--- src/rtl/pipe_fwd_buffer.sv ---
// DEPTH-slot execute->memory/writeback buffer that forwards in-flight results to NUM_SRC operands.
// Optional macro PIPE_FWD_LOAD_STALL_EN: a slot-0 load-use requests a stall instead of forwarding mem_dout.
module pipe_fwd_buffer #(
  parameter int DBITS               = 32,
  parameter int REG_INDEX_BIT_WIDTH = 4,
  parameter int DEPTH               = 1,
  parameter int NUM_SRC             = 2
) (
  input  logic                                   clk,
  input  logic                                   reset,
  input  logic                                   in_valid,
  input  logic [DBITS-1:0]                       in_alu,
  input  logic [DBITS-1:0]                       in_st_data,
  input  logic [DBITS-1:0]                       in_pc_inc,
  input  logic                                   in_mem_wr,
  input  logic                                   in_mem_to_reg,
  input  logic                                   in_jal,
  input  logic                                   in_reg_wr,
  input  logic [REG_INDEX_BIT_WIDTH-1:0]         in_dr,
  input  logic                                   hold,
  input  logic                                   flush,
  input  logic [NUM_SRC*REG_INDEX_BIT_WIDTH-1:0] src_idx,
  input  logic [NUM_SRC*DBITS-1:0]               src_rf,
  input  logic [DBITS-1:0]                       mem_dout,
  output logic [NUM_SRC*DBITS-1:0]               fwd_data,
  output logic [NUM_SRC-1:0]                     fwd_hit,
  output logic [DBITS-1:0]                       mem_addr,
  output logic [DBITS-1:0]                       mem_din,
  output logic                                   mem_wrt_en,
  output logic                                   wb_wrt_en,
  output logic [REG_INDEX_BIT_WIDTH-1:0]         wb_dr,
  output logic [DBITS-1:0]                       wb_data,
  output logic                                   hazard_stall
);
  localparam int RW   = REG_INDEX_BIT_WIDTH;
  localparam int LAST = DEPTH - 1;

  logic             slotVld      [DEPTH];
  logic             slotMemToReg [DEPTH];
  logic             slotRegWr    [DEPTH];
  logic [RW-1:0]    slotDr       [DEPTH];
  logic [DBITS-1:0] slotResult   [DEPTH];
  logic [DBITS-1:0] slotValue    [DEPTH];
  logic             headMemWr;
  logic [DBITS-1:0] headAlu;
  logic [DBITS-1:0] headStData;
  logic             acceptVld;
`ifdef PIPE_FWD_LOAD_STALL_EN
  logic [NUM_SRC-1:0] loadMatch;
`endif

  assign acceptVld = in_valid & ~flush & ~hazard_stall;

  // A load's value only exists on mem_dout while it sits in slot 0.
  always_comb begin
    for (int k = 0; k < DEPTH; k++) slotValue[k] = slotResult[k];
    if (slotMemToReg[0]) slotValue[0] = mem_dout;
  end

  always_ff @(posedge clk or negedge reset) begin
    if (!reset) begin
      for (int k = 0; k < DEPTH; k++) begin
        slotVld[k]      <= 1'b0;
        slotMemToReg[k] <= 1'b0;
        slotRegWr[k]    <= 1'b0;
        slotDr[k]       <= '0;
        slotResult[k]   <= '0;
      end
      headMemWr  <= 1'b0;
      headAlu    <= '0;
      headStData <= '0;
    end else if (!hold) begin
      for (int k = 1; k < DEPTH; k++) begin
        slotVld[k]      <= slotVld[k-1];
        slotMemToReg[k] <= slotMemToReg[k-1];
        slotRegWr[k]    <= slotRegWr[k-1];
        slotDr[k]       <= slotDr[k-1];
        slotResult[k]   <= slotValue[k-1];
      end
      slotVld[0]      <= acceptVld;
      slotMemToReg[0] <= in_mem_to_reg;
      slotRegWr[0]    <= in_reg_wr;
      slotDr[0]       <= in_dr;
      slotResult[0]   <= in_jal ? in_pc_inc : in_alu;
      headMemWr       <= in_mem_wr;
      headAlu         <= in_alu;
      headStData      <= in_st_data;
    end
  end

  // Scan oldest to youngest so the youngest match overwrites earlier ones.
  always_comb begin
    fwd_data = src_rf;
    fwd_hit  = '0;
`ifdef PIPE_FWD_LOAD_STALL_EN
    loadMatch = '0;
`endif
    for (int i = 0; i < NUM_SRC; i++) begin
      for (int k = DEPTH - 1; k >= 0; k--) begin
        if (slotVld[k] && slotRegWr[k] && (slotDr[k] == src_idx[i*RW +: RW])) begin
          fwd_data[i*DBITS +: DBITS] = slotValue[k];
          fwd_hit[i]                 = 1'b1;
`ifdef PIPE_FWD_LOAD_STALL_EN
          loadMatch[i] = (k == 0) && slotMemToReg[0];
`endif
        end
      end
`ifdef PIPE_FWD_LOAD_STALL_EN
      if (loadMatch[i]) begin
        fwd_data[i*DBITS +: DBITS] = src_rf[i*DBITS +: DBITS];
        fwd_hit[i]                 = 1'b0;
      end
`endif
    end
  end

`ifdef PIPE_FWD_LOAD_STALL_EN
  assign hazard_stall = |loadMatch;
`else
  assign hazard_stall = 1'b0;
`endif

  assign mem_addr   = headAlu;
  assign mem_din    = headStData;
  assign mem_wrt_en = slotVld[0] & headMemWr & ~hold;
  assign wb_wrt_en  = slotVld[LAST] & slotRegWr[LAST] & ~hold;
  assign wb_dr      = slotDr[LAST];
  assign wb_data    = slotValue[LAST];
endmodule
--- config.mk ---
export PLATFORM = sky130hd
export DESIGN_NAME = pipe_fwd_buffer
export DESIGN_NICKNAME = d
export VERILOG_FILES = /design/src/rtl/pipe_fwd_buffer.sv
export SDC_FILE = /design/constraint.sdc
export NUM_CORES = 1
export LEC_CHECK = 0
export ABC_CLOCK_PERIOD_IN_PS = 2700
export CAP_MARGIN = 20
export CORE_AREA = 2 2 148 150
export DETAILED_ROUTE_END_ITERATION = 8
export DIE_AREA = 0 0 150 152
export HOLD_SLACK_MARGIN = 0.12
export PLACE_DENSITY = 0.6
export SLEW_MARGIN = 30
export SYNTH_ARGS = -nofsm -noshare
export SYNTH_HDL_FRONTEND = slang
export SYNTH_SLANG_ARGS = --single-unit
--- constraint.sdc ---
create_clock -name clk -period 2.7 [get_ports clk]
set_input_delay 0.675 -clock clk [delete_from_list [all_inputs] [get_ports clk]]
set_output_delay 0.675 -clock clk [all_outputs]
set_load 0.02 [all_outputs]
# --- Word-level counts from Yosys, hierarchy flattened ---
# Index checks and enable logic that the tools add are counted.
totals:
  ff_bits: 104
  in_bits: 213
  word_cells: 26
op_classes:
  n_bitwise: 7
  mux: 6
  eq_ne: 2
  n_reduce_logical: 3
ops:
  columns: ["operator", "count"]
  rows:
  - ["$mux W32", 4]
  - ["$eq A4 B4 Y1", 2]
  - ["$and A1 B1 Y1", 5]
  - ["$logic_and A1 B1 Y1", 3]
  - ["$mux W1", 2]
  - ["$not A1 Y1", 2]

# --- Longest topological paths before layout ---
# Gate-level depths: netlist of the first run.
logic_depth:
  depth_word: 3
  depth_mapped: 5

# --- Worst setup path before layout of the first run ---
# OpenSTA, ideal clock, no wires.
synth_timing:
  kind: "input-to-output"
  start: "input port src_idx[0]"
  end: "output port fwd_data[10]"
  required_ns: 2.025
  arrival_ns: 1.680
  stages: 5
  setup_slack_ns: 0.345
  n_path_buf: 1
  cell_sequence: "xor2_1 nor2_1 nand4_4 buf_6 mux2_4"
synth_between:
  elab_chain_cells: 3
synth_lines:
  columns: ["item", "line", "source"]
  rows:
  - ["from (decl)", "22", "input logic [NUM_SRC*REG_INDEX_BIT_WIDTH-1:0] src_idx,"]
  - ["$eq A4 B4 Y1", "100", "if (slotVld[k] && slotRegWr[k] && (slotDr[k] == src_idx[i*RW +: RW])) begin"]
  - ["$logic_and A1 B1 Y1", "100", null]
  - ["$mux W32", "100", null]
  - ["to (decl)", "25", "output logic [NUM_SRC*DBITS-1:0] fwd_data,"]
# No other way between the ends.

# --- Final worst setup path of the first run ---
layout_timing:
  start: "input port src_idx[4]"
  end: "output port fwd_data[47]"
# Same word-level chain as after synthesis.

==> results of run 1 <==
[repair_timing]
| action | 4_1_cts | 5_1_grt |
|---|---|---|
| buffers inserted | 10 | 5 |
| cloned | 5 | 1 |
| endpoints found under the setup margin | 79 | 65 |
| resized for setup | 339 | 87 |
| pin swaps | 5 | 10 |
[power breakdown]
part           leakage, nW  switching, W  internal, W  total [W]
logic                 3.20      0.000734     0.000951    0.00168
registers             1.23     0.0000975      0.00172    0.00181
clock network        0.144      0.000645     0.000648    0.00129
[logic make-up after synthesis]
group | count (synthesis) | share of synthesized area (%)
compound gates | 33 | 2.970
simple gates | 42 | 3.555
flops | 104 | 46.79
mux | 199 | 42.00
buf+inv | 32 | 3.352
xor+xnor | 8 | 1.260
other cells | 1 | 0.06743
[metrics by stage]
stage,total power [W],TNS (ns)
CTS,0.004835,-4.816
detailed placement,0.003518,-41.16
floorplan,0.002543,0
finish,0.004790,-0.3369
global route,0.005034,-1.281
global placement,0.003490,-40.98
[registers in the layout, indices dropped and copies added (netlist names)]
signal / count
slotMemToReg: 1
wb_dr: 4
slotVld: 1
slotRegWr: 1
slotResult: 32
mem_addr: 32
mem_din: 32
headMemWr: 1
[metal layers]
metal,vias to the layer above,part of all wire [%]
li1,2296,-
met1,2401,40
met2,228,50
met3,36,7.6
met4,0,2.7
met5,-,0
[Yosys cell counts]
| library cell | n |
|---|---|
| conb_1 | 1 |
| xor2_1 | 2 |
| nor2_2 | 1 |
| clkbuf_1 | 9 |
| o21ai_0 | 33 |
| inv_1 | 2 |
| buf_4 | 1 |
| nand2_1 | 35 |
| nand4_4 | 2 |
| buf_6 | 6 |
| mux2i_1 | 32 |
| mux2_4 | 36 |
| mux2_2 | 131 |
| buf_2 | 14 |
| xnor2_1 | 6 |
| nand2b_1 | 1 |
| nor2_1 | 3 |
| dfrtp_1 | 104 |
[final cells by class]
cell class | instances | area, um2
inverters | 2 | 7.507
clock buffers | 9 | 225.2
flip-flops and latches | 104 | 2606
multi-input cells | 283 | 2850
clock inverters | 7 | 62.56
diodes | 1 | 2.502
fillers | 1968 | 11020
well taps | 280 | 350.3
repair buffers | 420 | 4229
[how the worst min path moves through the flow]
stage,from,to,depth (start not counted),slack (ns)
6_report,reset,slotResult[12],1,0.23
5_1_grt,reset,slotResult[12],1,0.25
4_1_cts,reset,slotResult[12],1,0.24
3_5_place_dp,slotResult[6],slotResult[6],2,0.47
3_3_place_gp,slotResult[6],slotResult[6],2,0.46
2_1_floorplan,reset,headMemWr,0,0.38
==> impl_metrics.yaml, run 1 <==
worst_setup_path:
  startpoint_type: "input port"
  cp_num_buf_inv: 4
  path_cells: "dlygate4sd2_1 > xnor2_4 > nand4_4 > buf_12 > buf_16 > mux2_4 > buf_6"
  critPathTopFamily: "buffers and inverters"
  r2r_cells: 3
  worst_r2r_startpoint: "wb_dr[0]"
  worstReg2RegEnd: "wb_dr[0]"
  crit_fanout: 8
  critical_path_class: "input port to output port"
  crit_path_end_kind: "output port"
  worstSetupEndpoint: "fwd_data[47]"
  slowest_delay_ns: 0.32
  crit_start: "src_idx[4]"
  rrSetupSlack_ns: 1.63
  cp.depth: 7
  cp.arrival_ns: 2.08
  required_ns: 2.03
  crit_slowest_cell: "mux2_4"
synth:
  yosysTopAreaCell: "dfrtp_1"
  synth_area_leaders: "dfrtp_1 (47%), mux2_2 (27%), mux2_4 (9.7%)"
  postSynthCellCount: 419
  syn_nets: 632
  synth.ff_latch_count: 104
  synth-warning-count: 0
  ys_types: 18
  synth_top_area_share_pct: 46.79
  synth.cell_area_mm2: 0.005562
  syn_avg_cell_area_um2: 13.27
  ys_seq_area_share_pct: 46.79
clock_tree:
  htree_levels: 3
  cts.clk_slew.worst_paths_ns: 0.08
  tritoncts: "yes"
  cts-root-buf: "clkbuf_16"
  clock_latency_ns: 0.35
  clock-sinks: 104
  cts_hold_buffers: 0
  cts_buffers: 9
  cts_max_path_buffers: 2
routing:
  drt-initial-drc-count: 116
  routed_via_density: 4.486
  drc_errors: 0
  wl_um: 22180
  dr_total_vias: 4961
  antenna_left: 0
  firstDrtPassIters: 4
  wl_per_cell_um: 20.05
finish:
  final_cell_mix: "clkdlybuf4s50_1 (289), mux2_2 (126), dfrtp_1 (101)"
  final_common_cell: "clkdlybuf4s50_1"
  drive_gt1_share_pct: 37.45
  syn_to_final_growth_pct: 85.80
  stdcell_area_mm2: 0.01033
  final_net_count: 1033
  fin_util_pct: 48.40
  fin_cells: 1106
timing:
  holdWs_ns: 0.2275
  relSlewSlack_pct: 54.71
  min_period_ns: 2.756
  layout_setup_ws_ns: -0.05571
  report.final.slew_viol_count: 0
  rsz0062_at_grt: "true"
  skew_ns: 0
  finalSetupViolCount: 14
  timing.final.crit_share_pct: 102.1
  tightest_slew_ns: 0.6794
  final_hold_viol_count: 0
  max_freq_ghz: 0.3629
grt:
  overflow: 0
  grt.met3_usage_pct: 5.495
  grt_busiest_layer: "met2"
  gr-usage-all-layers_pct: 18.96
  antenna_found_initial: 1
  grt_use_met1_pct: 22.02
  grtUsageMet2_pct: 33.18
  grt_max_degree: 138
  grt_pass1_wl_um: 32900
  first_global_vias: 5514
place:
  place_area_mm2: 0.009797
  dp.cells: 1075
  place_congestion: 0.9086
  io_buffer_count: 380
  dpl.hpwl_um: 16350
  pre_cts_ws_ns: -0.6679
floorplan:
  die_height_um: 152
  fp-row-count: 54
  core-area_mm2: 0.02135
  dieArea_mm2: 0.02280
  chipWidth_um: 150
  ios: 382
  initial_core_util_pct: 26.05
outcome:
  status: "finished, violations left"
  violations: "setup timing"
power:
  p_leak_nw: 4.570
  powerDensity_mw_per_mm2: 463.5
  peakVddDrop_v: 0.0003452
worst_hold_path:
  min_path_type: "input port to asynchronous set/reset pin"
flow_run:
  maxCapViolations: 0
Power figures use the tool's default switching activity.
==> inputs of run 2 (changes only) <==
--- a/config.mk
+++ b/config.mk
@@ -6,11 +6,11 @@
 export NUM_CORES = 1
 export LEC_CHECK = 0
 export ABC_CLOCK_PERIOD_IN_PS = 2700
-export CAP_MARGIN = 20
+export CAP_MARGIN = 10
 export CORE_AREA = 2 2 148 150
 export DETAILED_ROUTE_END_ITERATION = 8
 export DIE_AREA = 0 0 150 152
-export HOLD_SLACK_MARGIN = 0.12
+export HOLD_SLACK_MARGIN = 0.06
 export PLACE_DENSITY = 0.6
 export SLEW_MARGIN = 30
 export SYNTH_ARGS = -nofsm -noshare
==> results of run 2 <==
Final layout, timing and power as in run 1 (identical DEF).
